[src/rtl/clip_sequencer.sv]
// clip_sequencer: paces voice-clip record and playback transfers.
// Ports: clock/reset; enableTimer/enableDes/enableS mode enables;
//   startAddress clip base; desValid/desData deserializer input;
//   memAddress/memWrite/memWriteData/memRead/memReadData clip RAM;
//   serLoad/serData serializer output; secondMarker clip-done pulse.
module clip_sequencer #(
    parameter int SAMPLE_DIV   = 6250,
    parameter int CLIP_SAMPLES = 16000,
    parameter int ADDR_W       = 17,
    parameter int DATA_W       = 8
) (
    input  logic              clock,
    input  logic              reset,
    input  logic              enableTimer,
    input  logic              enableDes,
    input  logic              enableS,
    input  logic [ADDR_W-1:0] startAddress,
    input  logic              desValid,
    input  logic [DATA_W-1:0] desData,
    output logic [ADDR_W-1:0] memAddress,
    output logic              memWrite,
    output logic [DATA_W-1:0] memWriteData,
    output logic              memRead,
    input  logic [DATA_W-1:0] memReadData,
    output logic              serLoad,
    output logic [DATA_W-1:0] serData,
    output logic              secondMarker
);

    localparam int OFF_W = $clog2(CLIP_SAMPLES + 1);
    localparam int DIV_W =
        (SAMPLE_DIV > 1) ? $clog2(SAMPLE_DIV) : 1;
    localparam logic [OFF_W-1:0] OFF_LAST =
        OFF_W'(CLIP_SAMPLES - 1);
    localparam logic [DIV_W-1:0] DIV_LAST =
        DIV_W'(SAMPLE_DIV - 1);

    typedef enum logic [1:0] {
        IDLE,
        RECORD,
        PLAY,
        DONE
    } state_t;

    state_t            state_q;
    logic [ADDR_W-1:0] base_q;
    logic [OFF_W-1:0]  off_q;
    logic [DIV_W-1:0]  div_q;
    // end_q: the final clip sample has been read in PLAY
    logic              end_q;
    // rd_pend_q: RAM data for the last tick arrives this cycle
    logic              rd_pend_q;
    logic              serLoad_q;
    logic [DATA_W-1:0] serData_q;
    logic              marker_q;
    logic              tick;

    assign memAddress   = base_q + ADDR_W'(off_q);
    assign tick         = (state_q == PLAY) &&
                          (div_q == DIV_LAST) && !end_q;
    assign memRead      = tick;
    // marker_q in RECORD means the clip is full: no more writes
    assign memWrite     = (state_q == RECORD) &&
                          desValid && !marker_q;
    assign memWriteData = memWrite ? desData : '0;
    assign serLoad      = serLoad_q;
    assign serData      = serData_q;
    assign secondMarker = marker_q;

    always_ff @(posedge clock) begin
        if (reset) begin
            state_q   <= IDLE;
            base_q    <= '0;
            off_q     <= '0;
            div_q     <= '0;
            end_q     <= 1'b0;
            rd_pend_q <= 1'b0;
            serLoad_q <= 1'b0;
            serData_q <= '0;
            marker_q  <= 1'b0;
        end else begin
            unique case (state_q)
                IDLE: begin
                    end_q     <= 1'b0;
                    rd_pend_q <= 1'b0;
                    serLoad_q <= 1'b0;
                    marker_q  <= 1'b0;
                    if (enableTimer &&
                        (enableDes || enableS)) begin
                        state_q <= enableDes ? RECORD : PLAY;
                        base_q  <= startAddress;
                        off_q   <= '0;
                        div_q   <= '0;
                    end
                end
                RECORD: begin
                    if (!enableTimer || !enableDes) begin
                        state_q  <= IDLE;
                        marker_q <= 1'b0;
                    end else if (marker_q) begin
                        state_q  <= DONE;
                        marker_q <= 1'b0;
                    end else if (desValid) begin
                        if (off_q == OFF_LAST) begin
                            marker_q <= 1'b1;
                        end else begin
                            off_q <= off_q + 1'b1;
                        end
                    end
                end
                PLAY: begin
                    if (!enableTimer || !enableS) begin
                        state_q   <= IDLE;
                        end_q     <= 1'b0;
                        rd_pend_q <= 1'b0;
                        serLoad_q <= 1'b0;
                        marker_q  <= 1'b0;
                    end else begin
                        div_q     <= (div_q == DIV_LAST) ?
                                     '0 : div_q + 1'b1;
                        rd_pend_q <= tick;
                        serLoad_q <= rd_pend_q;
                        marker_q  <= rd_pend_q && end_q;
                        if (rd_pend_q) begin
                            serData_q <= memReadData;
                        end
                        if (tick) begin
                            if (off_q == OFF_LAST) begin
                                end_q <= 1'b1;
                            end else begin
                                off_q <= off_q + 1'b1;
                            end
                        end
                        if (marker_q) begin
                            state_q <= DONE;
                        end
                    end
                end
                DONE: begin
                    end_q     <= 1'b0;
                    rd_pend_q <= 1'b0;
                    serLoad_q <= 1'b0;
                    marker_q  <= 1'b0;
                    if (!enableTimer) begin
                        state_q <= IDLE;
                    end
                end
            endcase
        end
    end

endmodule

[config.mk]
export PLATFORM = sky130hd
export DESIGN_NAME = clip_sequencer
export DESIGN_NICKNAME = d
export VERILOG_FILES = /design/src/rtl/clip_sequencer.sv
export SDC_FILE = /design/constraint.sdc
export NUM_CORES = 1
export LEC_CHECK = 0
export CAP_MARGIN = 10
export CORE_MARGIN = 2
export CORE_UTILIZATION = 41
export DETAILED_ROUTE_END_ITERATION = 16
export GPL_ROUTABILITY_DRIVEN = 0
export GPL_TIMING_DRIVEN = 0
export PLACE_DENSITY_LB_ADDON = 0.15
export SLEW_MARGIN = 20
export SYNTH_ARGS = -nofsm -noshare
export SYNTH_HDL_FRONTEND = slang
export SYNTH_SLANG_ARGS = --single-unit
[constraint.sdc]
create_clock -name clock -period 2.6 [get_ports clock]
set_input_delay 0.26 -clock clock [delete_from_list [all_inputs] [get_ports clock]]
set_output_delay 0.26 -clock clock [all_outputs]
set_load 0.02 [all_outputs]
==> impl_metrics.tcl <==
set metrics [dict create \
    area_delta_synth_final_pct 33.4 \
    critPathMaxStageDelay_ns 0.36 \
    power.density_mw_per_mm2 560 \
    finalHoldViolations 0 \
    boundaryPins 76 \
    syn_inst 450 \
    drv_slew 0 \
    setup.worst_path.class "register to primary output" \
    critPathSlowestCell "fa_2" \
    finalCriticalPeriod_ns 2.64 \
    finClkSkew_ns 0.0141 \
    drtIter0Drc 130 \
    cp-end-kind "primary output" \
    critPathTopFamily "compound AO/OA/AOI/OAI gates" \
    netlist_area_sq_mm 0.00355 \
    stdcell_count 651 \
    hold_path.class "register to register" \
    clock_sinks 58 \
    dp_hpwl_um 7150 \
    die_width_um 97.1 \
    final_cell_mix "nand2_1 (78), clkdlybuf4s50_1 (61), a21oi_1 (51), dfxtp_1 (51), nor2_1 (24)" \
    core-area_sq_mm 0.00830 \
    ys_types 56 \
    clock_latency_ns 0.33 \
    synth_edf_count 0 \
    viasPerCell 5.43 \
    routedWlPerCell_um 14.5 \
    synth_flop_cell "dfxtp_1" \
    cp.arrival_ns 2.38 \
    antennaDiodeCount 0 \
    crit_chain "ha_4 > fa_2 > a21o_1 > a221oi_4 > o21ai_2 > and4b_1 > nor3_2 > buf_4" \
    grt_usage_pct 20.2 \
    initial_core_util_pct 42.8 \
    die-area_sq_mm 0.00943 \
    cts_htree_levels 3 \
    failed_checks "setup timing" \
    crit_required_ns 2.34 \
    cts.reportedPaths.clkPinSlew_ns 0.08 \
    finalSetupViolCount 2 \
    grt_max_degree 13 \
    grt.overflow.total 0 \
    async_reset_ff_share_pct 0 \
    syn-num-nets 513 \
    fmax_ghz 0.379 \
    layout_commonest_cell "nand2_1" \
    avgSynthCellArea_sq_um 7.90 \
    synth-seq-cells 58 \
    drt-pass1-iter-count 4 \
    period_share_pct 101 \
    yosysSeqAreaShare_pct 32.7 \
    final_nets 604 \
    grt_pass1_vias 3333 \
    antenna_found_initial 0 \
    postLayoutSetupSlackWorst_ns -0.0369 \
    portBuffers 74 \
    cp_max_fo 5 \
    antenna_left 0 \
    via_count 3538 \
    clockRootBuffer "clkbuf_8" \
    yosysWarnings 0 \
    status "finished with violations" \
    drcViolationCount 0 \
    cp_num_buf_inv 1 \
    p_leak_nw 1.80 \
    max-slew-margin-rel_pct 49.1 \
    rsz0062_at_grt "yes" \
    n_fill_cell 790 \
    num_rows 33 \
    peakVddDrop_uv 426 \
    clk_path_buf_depth 2 \
    start_kind "register" \
    drv_cap 0 \
    worstMarginPinSlew_ns 0.760 \
    finalSetupTns_ns -0.0423 \
    grt_first_pass_wirelength_um 15800 \
    numCtsBuffers 9 \
    tritoncts "built" \
    die_h_um 97.1 \
    wl_um 9450 \
    drive_gt1_share_pct 11.2 \
    dp_cells 629 \
]
-- sequential cells by signal (all words and copies together) (netlist names) --
register and cells:
base_q 17, off_q 14, div_q 13, serData 8
state_q 2, end_q 1, rd_pend_q 1, secondMarker 1
serLoad 1
-- worst paths after layout --
path / from / endpoint / slack, ns / cells after the start
hold / removal: serData[1] / serData[1] / 0.46 / 2
setup / recovery: off_q[0] / memAddress[14] / -0.04 / 8
hold reg to reg: serData[1] / serData[1] / 0.46 / 2
setup reg to reg: div_q[8] / off_q[7] / 0.19 / 5
-- power by group --
part | internal, mW | switching [mW] | total, mW
combinational | 0.345 | 0.498 | 0.842
sequential | 0.940 | 0.0441 | 0.984
clock | 0.448 | 0.382 | 0.831
-- kinds of logic after synthesis --
logic type      after synthesis  synth area share [%]
fa+ha+maj                    24                  8.66
xor+xnor                     21                  5.17
compound gates              119                  21.0
flops                        58                  32.7
buf+inv                      28                  2.99
simple gates                199                  29.2
mux                           1                 0.282
-- metrics by stage --
stage          worst slack (ns)  cell area (sq um)  total power, mW  util [%]  hold slack, ns
2_1_floorplan             0.141               3570             1.52         -           0.396
3_3_place_gp             -0.551               4440             1.81      53.5           0.442
3_5_place_dp             -0.628               4440             1.83      53.5           0.448
4_1_cts                 -0.0643               4720             2.68      56.9           0.438
5_1_grt                  -0.155               4740             2.82      57.1           0.463
6_report                -0.0369               4740             2.66      57.1           0.456
-- synth_stat cells, types with 3 or more instances --
cell,instances,share of area (%)
a21o_1,7,1.5
a21oi_1,53,7.5
a221oi_1,4,0.99
a22oi_1,5,1.1
a31oi_1,4,0.70
and2_1,13,2.3
and3_1,6,1.1
and4_1,4,0.99
clkbuf_1,17,1.8
dfxtp_1,58,33
ha_1,23,8.1
inv_1,10,1.1
nand2_1,78,8.2
nand2b_1,4,0.70
nand3_1,9,1.3
nand4_1,13,2.3
nor2_1,24,2.5
nor2b_1,4,0.70
nor3_1,8,1.1
nor3b_1,4,0.84
nor4_1,4,0.70
o211ai_1,6,1.3
o21a_1,3,0.63
o21ai_0,11,1.5
o21ai_1,10,1.4
o31ai_1,4,0.84
or3_1,5,0.88
or4_1,7,1.5
xnor2_1,9,2.2
xor2_1,12,3.0
-- final cells by class --
| cell class | count | area, sq um | share of cell area (%) |
|---|---|---|---|
| multi-input combinational | 364 | 2370 | 49.9 |
| timing repair buffer | 82 | 768 | 16.2 |
| clock inverter | 7 | 77.6 | 1.64 |
| buffer | 16 | 61.3 | 1.29 |
| inverter | 10 | 37.5 | 0.792 |
| clock buffer | 9 | 124 | 2.61 |
| tap | 105 | 131 | 2.77 |
| sequential | 58 | 1170 | 24.8 |
-- worst register-to-register path: stages, from the launching register on --
cell     delay [ns]
dfxtp_1        0.36
or4b_4         0.59
o41ai_4        0.49
nand4_2        0.23
or4b_1         0.52
a21oi_1        0.15
-- repair_timing --
action,4_1_cts,5_1_grt
resized for setup,54,24
endpoints found under the setup margin,14,17
hold buffers,0,0
setup buffers,5,3
pin swaps,12,3
-- layer usage --
layer	vias up	part of all wire (%)	global-route usage, %
li1	1818	-	-
met1	1624	47	26.1
met2	86	48	33.8
met3	10	4.0	4.39
met4	0	1.5	6.07
met5	-	0	0
Power figures use the tool's default switching activity.
